[config.mk]
export PLATFORM = sky130hd
export DESIGN_NAME = coffee_change_dispenser_flat
export DESIGN_NICKNAME = d
export VERILOG_FILES = /design/src/rtl/coffee_pkg.sv /design/src/rtl/coffee_change_dispenser_if.sv /design/src/rtl/coin_tube_counter.sv /design/src/rtl/coffee_change_dispenser.sv /design/src/flat_wrapper.sv
export SDC_FILE = /design/constraint.sdc
export NUM_CORES = 1
export LEC_CHECK = 0
export ABC_AREA = 0
export BUFFER_PORTS_ARGS = -buffer_cell sky130_fd_sc_hd__buf_4
export CAP_MARGIN = 40
export CORE_ASPECT_RATIO = 0.8
export CORE_MARGIN = 5
export CORE_UTILIZATION = 55
export CTS_CLUSTER_DIAMETER = 80
export DETAILED_ROUTE_END_ITERATION = 6
export MAX_ROUTING_LAYER = met4
export PLACE_DENSITY = 0.8
export SETUP_SLACK_MARGIN = 0.2
export SLEW_MARGIN = 25
export SYNTH_ARGS = -nofsm -noshare
export SYNTH_HDL_FRONTEND = slang
export SYNTH_SLANG_ARGS = --single-unit
[constraint.sdc]
create_clock -name clk -period 2.6 [get_ports clk]
set_input_delay 0 -clock clk [delete_from_list [all_inputs] [get_ports clk]]
set_output_delay 0 -clock clk [all_outputs]
set_load 0.01 [all_outputs]
[src/rtl/coffee_pkg.sv]
// coffee_pkg: dispenser states, change-bit positions and coin codes shared with the vending FSM
package coffee_pkg;
  typedef enum logic [2:0] {IDLE, EJECT10, WAIT10, EJECT5, WAIT5, FAULT} state_t;
  localparam int CHG_5C = 0;
  localparam int CHG_10C = 1;
  localparam logic [1:0] I_5C = 2'b01;
  localparam logic [1:0] I_10C = 2'b10;
  localparam logic [1:0] I_20C = 2'b11;
endpackage

[src/rtl/coffee_change_dispenser_if.sv]
// coffee_change_dispenser_if: vend/sensor/refill inputs and ejector/status outputs of the change dispenser
interface coffee_change_dispenser_if;
  logic coffee;
  logic [1:0] change;
  logic coin_sensed;
  logic refill;
  logic refill_sel;
  logic eject_5c;
  logic eject_10c;
  logic busy;
  logic done;
  logic fault;
  logic overrun;
  logic exact_change;
  logic [3:0] count_5c;
  logic [3:0] count_10c;
  modport master (
    output coffee, change, coin_sensed, refill, refill_sel,
    input eject_5c, eject_10c, busy, done, fault, overrun, exact_change, count_5c, count_10c
  );
  modport slave (
    input coffee, change, coin_sensed, refill, refill_sel,
    output eject_5c, eject_10c, busy, done, fault, overrun, exact_change, count_5c, count_10c
  );
endinterface

[src/rtl/coin_tube_counter.sv]
// coin_tube_counter: saturating coin-tube inventory (inc/dec in, count/empty out)
module coin_tube_counter #(
  parameter int TUBE_DEPTH = 15
) (
  input  logic       clk,
  input  logic       reset,
  input  logic       inc,
  input  logic       dec,
  output logic [3:0] count,
  output logic       empty
);
  assign empty = count == '0;
  always_ff @(posedge clk)
    if (reset) count <= '0;
    else if (inc && !dec && count < 4'(TUBE_DEPTH)) count <= count + 1'b1;
    else if (dec && !inc && count != '0) count <= count - 1'b1;
endmodule

[src/rtl/coffee_change_dispenser.sv]
// coffee_change_dispenser: pays change 10c-then-5c via timed ejector pulses confirmed by coin_sensed; bus carries vend/sensor/refill in, ejectors/status/counts out
module coffee_change_dispenser
  import coffee_pkg::*;
#(
  parameter int PULSE_CYCLES = 4,
  parameter int TIMEOUT_CYCLES = 255,
  parameter int TUBE_DEPTH = 15
) (
  input logic clk,
  input logic reset,
  coffee_change_dispenser_if.slave bus
);
  localparam int PW = $clog2(PULSE_CYCLES + 1);
  localparam int TW = $clog2(TIMEOUT_CYCLES + 1);
  state_t state, state_n;
  logic coffee_q, seen, seen_n, chg5, chg5_n, vend, dec5, dec10, done_n, e5, e10;
  logic [PW-1:0] pcnt, pcnt_n;
  logic [TW-1:0] tcnt, tcnt_n;
  assign vend = bus.coffee & ~coffee_q;
  coin_tube_counter #(.TUBE_DEPTH(TUBE_DEPTH)) u_tube_5c (
    .clk(clk), .reset(reset), .inc(bus.refill & ~bus.refill_sel), .dec(dec5),
    .count(bus.count_5c), .empty(e5)
  );
  coin_tube_counter #(.TUBE_DEPTH(TUBE_DEPTH)) u_tube_10c (
    .clk(clk), .reset(reset), .inc(bus.refill & bus.refill_sel), .dec(dec10),
    .count(bus.count_10c), .empty(e10)
  );
  always_comb begin
    state_n = state;
    chg5_n = chg5;
    seen_n = seen;
    pcnt_n = pcnt;
    tcnt_n = tcnt;
    done_n = 1'b0;
    dec10 = bus.coin_sensed & ~seen & (state == EJECT10 || state == WAIT10);
    dec5 = bus.coin_sensed & ~seen & (state == EJECT5 || state == WAIT5);
    case (state)
      IDLE: if (vend) begin
        chg5_n = bus.change[CHG_5C];
        seen_n = 1'b0;
        pcnt_n = '0;
        if (bus.change == 2'b00) done_n = 1'b1;
        else if ((bus.change[CHG_10C] && e10) || (bus.change[CHG_5C] && e5)) state_n = FAULT;
        else state_n = bus.change[CHG_10C] ? EJECT10 : EJECT5;
      end
      EJECT10, EJECT5: begin
        // a coin dropping mid-pulse is remembered and acted on in the first wait cycle
        seen_n = seen | bus.coin_sensed;
        pcnt_n = pcnt + 1'b1;
        tcnt_n = '0;
        if (pcnt == PW'(PULSE_CYCLES - 1)) state_n = (state == EJECT10) ? WAIT10 : WAIT5;
      end
      WAIT10, WAIT5: begin
        tcnt_n = tcnt + 1'b1;
        if (seen || bus.coin_sensed) begin
          done_n = !(state == WAIT10 && chg5);
          state_n = done_n ? IDLE : EJECT5;
          seen_n = 1'b0;
          pcnt_n = '0;
        end else if (tcnt == TW'(TIMEOUT_CYCLES - 1)) state_n = FAULT;
      end
      default: ;
    endcase
  end
  always_ff @(posedge clk)
    if (reset) begin
      state <= IDLE;
      coffee_q <= 1'b0;
      chg5 <= 1'b0;
      seen <= 1'b0;
      pcnt <= '0;
      tcnt <= '0;
      bus.eject_10c <= 1'b0;
      bus.eject_5c <= 1'b0;
      bus.busy <= 1'b0;
      bus.done <= 1'b0;
      bus.fault <= 1'b0;
      bus.overrun <= 1'b0;
      bus.exact_change <= 1'b0;
    end else begin
      state <= state_n;
      coffee_q <= bus.coffee;
      chg5 <= chg5_n;
      seen <= seen_n;
      pcnt <= pcnt_n;
      tcnt <= tcnt_n;
      bus.eject_10c <= state_n == EJECT10;
      bus.eject_5c <= state_n == EJECT5;
      bus.busy <= state_n inside {EJECT10, WAIT10, EJECT5, WAIT5};
      bus.done <= done_n;
      bus.fault <= state_n == FAULT;
      bus.overrun <= bus.overrun | (vend & (state != IDLE));
      bus.exact_change <= e5 | e10;
    end
endmodule

[src/flat_wrapper.sv]
// flat-port wrapper written by rule: the top's interface ports become plain ports
module coffee_change_dispenser_flat import coffee_pkg::*;
#(
  parameter int PULSE_CYCLES = 4,
  parameter int TIMEOUT_CYCLES = 255,
  parameter int TUBE_DEPTH = 15
)
  (clk, reset, bus_coffee, bus_change, bus_coin_sensed, bus_refill, bus_refill_sel, bus_eject_5c, bus_eject_10c, bus_busy, bus_done, bus_fault, bus_overrun, bus_exact_change, bus_count_5c, bus_count_10c);
  coffee_change_dispenser_if bus_i ();
  input logic clk;
  input logic reset;
  input wire logic [$bits(bus_i.coffee)-1:0] bus_coffee;
  input wire logic [$bits(bus_i.change)-1:0] bus_change;
  input wire logic [$bits(bus_i.coin_sensed)-1:0] bus_coin_sensed;
  input wire logic [$bits(bus_i.refill)-1:0] bus_refill;
  input wire logic [$bits(bus_i.refill_sel)-1:0] bus_refill_sel;
  output wire logic [$bits(bus_i.eject_5c)-1:0] bus_eject_5c;
  output wire logic [$bits(bus_i.eject_10c)-1:0] bus_eject_10c;
  output wire logic [$bits(bus_i.busy)-1:0] bus_busy;
  output wire logic [$bits(bus_i.done)-1:0] bus_done;
  output wire logic [$bits(bus_i.fault)-1:0] bus_fault;
  output wire logic [$bits(bus_i.overrun)-1:0] bus_overrun;
  output wire logic [$bits(bus_i.exact_change)-1:0] bus_exact_change;
  output wire logic [$bits(bus_i.count_5c)-1:0] bus_count_5c;
  output wire logic [$bits(bus_i.count_10c)-1:0] bus_count_10c;
  assign bus_i.coffee = bus_coffee;
  assign bus_i.change = bus_change;
  assign bus_i.coin_sensed = bus_coin_sensed;
  assign bus_i.refill = bus_refill;
  assign bus_i.refill_sel = bus_refill_sel;
  assign bus_eject_5c = bus_i.eject_5c;
  assign bus_eject_10c = bus_i.eject_10c;
  assign bus_busy = bus_i.busy;
  assign bus_done = bus_i.done;
  assign bus_fault = bus_i.fault;
  assign bus_overrun = bus_i.overrun;
  assign bus_exact_change = bus_i.exact_change;
  assign bus_count_5c = bus_i.count_5c;
  assign bus_count_10c = bus_i.count_10c;
  coffee_change_dispenser #(.PULSE_CYCLES(PULSE_CYCLES), .TIMEOUT_CYCLES(TIMEOUT_CYCLES), .TUBE_DEPTH(TUBE_DEPTH)) u_core (.clk(clk), .reset(reset), .bus(bus_i));
endmodule
# [After elaboration in Yosys (flattened, before gate mapping)]
# Cells that the tools add are included.
[totals] regBits=32 in_bits=8 out_inout_bits=15 elab_cells=110
[classes] addsub=6 n_lt_le_gt_ge=2 n_eq_ne=13 n_mux=25 bitwise=13 reduce_logical=36
[ops] cell="$mux 3" count=9
[ops] cell="$pmux 3 s3" count=2
[ops] cell="$mux 4" count=4
[ops] cell="$pmux 8 s2" count=1
[ops] cell="$eq 3x2->1 const B" count=5
[ops] cell="$reduce_bool 4->1" count=3
[ops] cell="$logic_and 1x1->1" count=11
[ops] cell="$eq 3x3->1 const B" count=3
[ops] cell="$add 4x1->4 const B" count=2
[ops] cell="$add 8x1->8 const B" count=1
[ops] cell="$eq 8x8->1 const B" count=1
[ops] cell="$logic_not 4->1" count=2
[ops] cell="$lt 4x4->1 const B" count=2
[ops] cell="$sub 4x1->4 const B" count=2
[ops] cell="$and 1x1->1" count=7
[ops] cell="$eq 3x1->1 const B" count=2
[ops] cell="$reduce_bool 2->1" count=3
[ops] cell="$reduce_bool 3->1" count=2
[ops] cell="$logic_not 1->1" count=5
[ops] cell="$mux 1" count=5
[ops] cell="$logic_or 1x1->1" count=4
[ops] cell="$mux 2" count=2
[ops] cell="$ne 2x1->1 const B" count=2
[ops] cell="$reduce_or 2->1" count=2
[ops] cell="other kinds (9)" count=13

# [Logic depth before layout (Yosys ltp)]
[depth] ltp_word=9 ltp_mapped=12 ltp_nobuf=10

# [By module]
# Synthesis repeated with hierarchy kept, for this count alone.
[unflattened] cells_unflattened=212 hier_area_um2=1891.8
[modules_own_cells] mod="coffee_change_dispenser" n_inst=1 cells_per_inst=156 area_each_um2=1321.3 seq_area_each_um2=480.5
[modules_own_cells] mod="coin_tube_counter" n_inst=2 cells_per_inst=28 area_each_um2=285.3 seq_area_each_um2=80.1

# [Worst setup path after synthesis]
# No wires, ideal clock.
[synth_timing] path_type="reg2reg" startpoint="register u_core.state[2]" endpoint="register u_core.u_tube_5c.count[3]" setup_time_ns=0.128 arrival_time_ns=2.235 t_required_ns=2.472 slack_ns=0.238 path_stages_with_launch=12 path_buffers=1 period_less_slack_ns=2.362 cell_sequence="dfxtp_1 -> buf_2 -> nand3b_1 -> a21oi_4 -> or2_2 -> ha_1 -> a21o_1 -> a21oi_1 -> nor3_1 -> o21ai_1 -> xor2_1 -> nor2_1"
[synth_via] elab_chain_len=7 word_cells_on_any_way=11 cone_classes="eq/ne (2); mux (1); bitwise (1); reduce/logical (7)"
[synth_rtl] item="from (decl)" line_no="coffee_change_dispenser.sv:15" text="state_t state, state_n;"
[synth_rtl] item="from (signal assigned)" line_no="coffee_change_dispenser.sv:81" text="state <= state_n;"
[synth_rtl] item="$eq 3x2->1 or $eq 3x3->1 (tied branches)" line_no="coffee_change_dispenser.sv:36" text="dec5 = bus.coin_sensed & ~seen & (state == EJECT5 || state == WAIT5);"
[synth_rtl] item="$logic_or 1x1->1 (*)" line_no="coffee_change_dispenser.sv:36"
[synth_rtl] item="$and 1x1->1 (*)" line_no="coffee_change_dispenser.sv:36"
[synth_rtl] item="$logic_not 1->1" line_no="coin_tube_counter.sv:15" text="else if (inc && !dec && count < 4'(TUBE_DEPTH)) count <= count + 1'b1;"
[synth_rtl] item="$logic_and 1x1->1 (2 in a row)" line_no="coin_tube_counter.sv:15"
[synth_rtl] item="$mux 4 or $reduce_bool 2->1 (tied branches)"
[synth_rtl] item="to (signal assigned)" line_no="coin_tube_counter.sv:15"
[synth_rtl] item="to (signal assigned)" line_no="coin_tube_counter.sv:16" text="else if (dec && !inc && count != '0) count <= count - 1'b1;"
[synth_rtl] item="to (decl)" line_no="coin_tube_counter.sv:9" text="output logic [3:0] count,"
# Mark *: on every way between the ends. The rest lies on a longest branch, timed or not.
# A chain may end at the register's enable or synchronous reset.

# [Worst setup path in the final report]
[layout_timing] startpoint="register u_core.state[0]" endpoint="register u_core.u_tube_5c.count[3]"
# Same word-level chain as after synthesis.

==> impl_metrics.env <==
export IMPL_crit_arrival_ns=2.48
export IMPL_routedWlPerCell_um=13.6
export IMPL_coreArea_um2=3420
export IMPL_vias=1622
export IMPL_ys_types=59
export IMPL_hold_path_class="primary input to flop"
export IMPL_synth_seq_cells=32
export IMPL_synth_area_per_cell_um2=8.68
export IMPL_synth_compound_area_share_pct=21.3
export IMPL_final_nets=267
export IMPL_path_max_fanout=4
export IMPL_fp_dieW_um=76.3
export IMPL_fmax_mhz=434
export IMPL_clock_path_buffers=2
export IMPL_track_usage_pct=18.3
export IMPL_r2r_start="u_core.state[0]"
export IMPL_globalplace_congestion=0.859
export IMPL_tightest_slew_ns=0.534
export IMPL_skew_ns=0.00358
export IMPL_regArea_um2=642
export IMPL_clock_latency_ns=0.29
export IMPL_syn_nets=241
export IMPL_maxCapViolations=0
export IMPL_hp_start="reset"
export IMPL_p_comb_share_pct=30.6
export IMPL_ys_flop_type="dfxtp_1"
export IMPL_synth_mux_area_share_pct=5.17
export IMPL_grt_pass1_vias=1547
export IMPL_async_flop_share_pct=0
export IMPL_ir_drop_uv=449
export IMPL_drt_iter0_drc=123
export IMPL_cts_root_buf="clkbuf_8"
export IMPL_dr_pass1_iters=5
export IMPL_relSlewSlack_pct=64.3
export IMPL_port_buffers=22
export IMPL_grt_pass1_wl_um=7030
export IMPL_multi_input_area_um2=1220
export IMPL_yosys_warnings=0
export IMPL_die_y_um=63.1
export IMPL_dieArea_um2=4810
export IMPL_finalPower_mw=1.41
export IMPL_synth_edff_count=0
export IMPL_netlist_area_um2=1940
export IMPL_critPathLaunchType="flop"
export IMPL_clk_pin_slew_ns=0.06
export IMPL_cts_tree="yes"
export IMPL_seqPwrFrac_pct=41.3
export IMPL_cts_sinks=32
export IMPL_nFillCells=306
export IMPL_drt_met1_wl_um=1980
export IMPL_p_int_mw=0.957
export IMPL_synth_fa_ha_area_share_pct=7.24
export IMPL_startpoint="u_core.state[0]"
export IMPL_grt_ovfl_total=0
export IMPL_placed_cell_area_um2=2140
export IMPL_finalHoldViolations=0
export IMPL_setup_tns_ns=0
export IMPL_switching_share_pct=32.1
export IMPL_drive_above_1_share_pct=20.4
export IMPL_finalWirelength_um=3980
export IMPL_path_class="flop to flop"
export IMPL_route_met2_wl_um=1710
export IMPL_crit_path_end_kind="flop"
export IMPL_cts_buffers=5
export IMPL_dp_hpwl_um=2860
export IMPL_grt_setup_unrepaired="no"
export IMPL_start_util_pct=56.5
export IMPL_p_clk_share_pct=28.0
export IMPL_synthSimpleGateAreaFrac_pct=24.5
export IMPL_grt_max_degree=30
export IMPL_post_cts_setup_buffer_count=0
export IMPL_synth_top_family_by_area="simple AND/OR/NAND/NOR gates"
export IMPL_wl_met3_um=204
export IMPL_ant_nets=0
export IMPL_drcViolationCount=0
export IMPL_slew_viol_final=0
export IMPL_critical_path_required_ns=2.77
export IMPL_fp_row_count=19
export IMPL_yosys_area_share_xor_xnor_pct=4.91
export IMPL_outcome="completed"
export IMPL_final_area_um2=2250
export IMPL_layout_common_cells="32 x nor2_1, 31 x dfxtp_1, 26 x buf_4"
export IMPL_pwr_density_cell_nw_per_um2=625
export IMPL_seq_area_frac_synth_pct=33.1
export IMPL_h_tree_depth=2
export IMPL_antenna_cells=0
export IMPL_post_route_min_period_ns=2.31
export IMPL_area_growth_pct=16.5
export IMPL_antenna_found_initial=0
export IMPL_top_layer="met4"
export IMPL_syn_inst=223
export IMPL_p_leak_nw=0.923
export IMPL_vias_per_cell=5.55
export IMPL_io_pins=23
export IMPL_finalSetupViolCount=0
export IMPL_final_common_cell="nor2_1"
export IMPL_switchingPower_mw=0.452
export IMPL_post_route_period_util_pct=88.7
[kinds of logic after synthesis]
group | after synthesis
XOR/XNOR | 10
buffers and inverters | 17
AO/OA/AOI/OAI | 53
adder cells (fa/ha/maj) | 10
AND/OR/NAND/NOR | 93
multiplexers | 8
flip-flops | 32
[Yosys cell counts (3+ instances only)]
cell | number | share of area, %
dfxtp_1 | 32 | 33
nor2_1 | 32 | 6.2
nand2_1 | 19 | 3.7
a21oi_1 | 17 | 4.4
ha_1 | 8 | 5.2
inv_1 | 8 | 1.6
nand2b_1 | 6 | 1.9
nor2b_1 | 6 | 1.9
o21ai_0 | 6 | 1.6
xnor2_1 | 6 | 2.7
and3_1 | 5 | 1.6
nor3_1 | 5 | 1.3
buf_2 | 4 | 1.0
mux2i_1 | 4 | 2.1
a211oi_1 | 3 | 1.2
nand3_1 | 3 | 0.78
o22ai_1 | 3 | 0.97
or2_2 | 3 | 0.97
xor2_1 | 3 | 1.4
[final cells by class]
| type | count | share of cell area [%] |
|---|---|---|
| sequential | 32 | 28.5 |
| clock buffer | 8 | 4.00 |
| timing repair buffer | 28 | 9.54 |
| inverter | 8 | 1.33 |
| tap | 42 | 2.33 |
| multi-input combinational | 174 | 54.3 |
[power by group through the flow]
stage / sequential (mW) / combinational (mW) / clock, mW
CTS: 0.582 / 0.434 / 0.412
detailed placement: 0.592 / 0.429 / 0
global placement: 0.592 / 0.419 / 0
finish: 0.582 / 0.431 / 0.395
floorplan: 0.601 / 0.300 / 0
global route: 0.591 / 0.480 / 0.433
[worst max-delay path, cell delays in order (launching register included)]
cell and delay, ns:
dfxtp_1 0.34, or3b_1 0.43, a21oi_4 0.22, or2_2 0.19, ha_1 0.23, a21o_1 0.18, a21oi_1 0.18, nor3_1 0.07
o21ai_1 0.16, xor2_1 0.16, nor2_1 0.05
[state kept, by name, summed over array words and instances (netlist names)]
register                 count
u_core.bus.busy              1
u_core.bus.done              1
u_core.bus.eject_10c         1
u_core.bus.eject_5c          1
u_core.bus.exact_change      1
u_core.bus.fault             1
u_core.bus.overrun           1
u_core.chg5                  1
u_core.coffee_q              1
u_core.pcnt                  3
u_core.seen                  1
u_core.state                 3
u_core.tcnt                  8
u_core.u_tube_10c.count      4
u_core.u_tube_5c.count       4
[per-stage QoR]
step                      hold slack, ns  util, %  setup WS (ns)  cells
after global routing              0.0900     65.9          0.213    292
after detailed placement           0.226     62.5          0.242    282
final                             0.0850     65.9          0.294    292
after global placement             0.221     62.5          0.336    282
after CTS                         0.0683     65.8          0.238    292
after floorplan                    0.128        -          0.238    223
[repair_timing]
item,CTS,global route
setup endpoints to repair,0,1
gates resized for setup,0,2
hold buffers,2,0
endpoints found under the hold margin,2,0
[layer usage]
layer  GRT usage (%)  vias to the layer above
met1            24.7                      743
met2            25.5                       35
met3            4.99                        8
met4            8.30                        0
met5               -                        -
li1                -                      836
[path summary, 6_finish.rpt]
check / cells after the start / slack [ns] / end
hold / removal: 2 / 0.09 / u_core.pcnt[2]
setup reg to reg: 10 / 0.29 / u_core.u_tube_5c.count[3]
hold reg to reg: 2 / 0.47 / u_core.bus.overrun
setup / recovery: 10 / 0.29 / u_core.u_tube_5c.count[3]
Power figures use the tool's default switching activity.
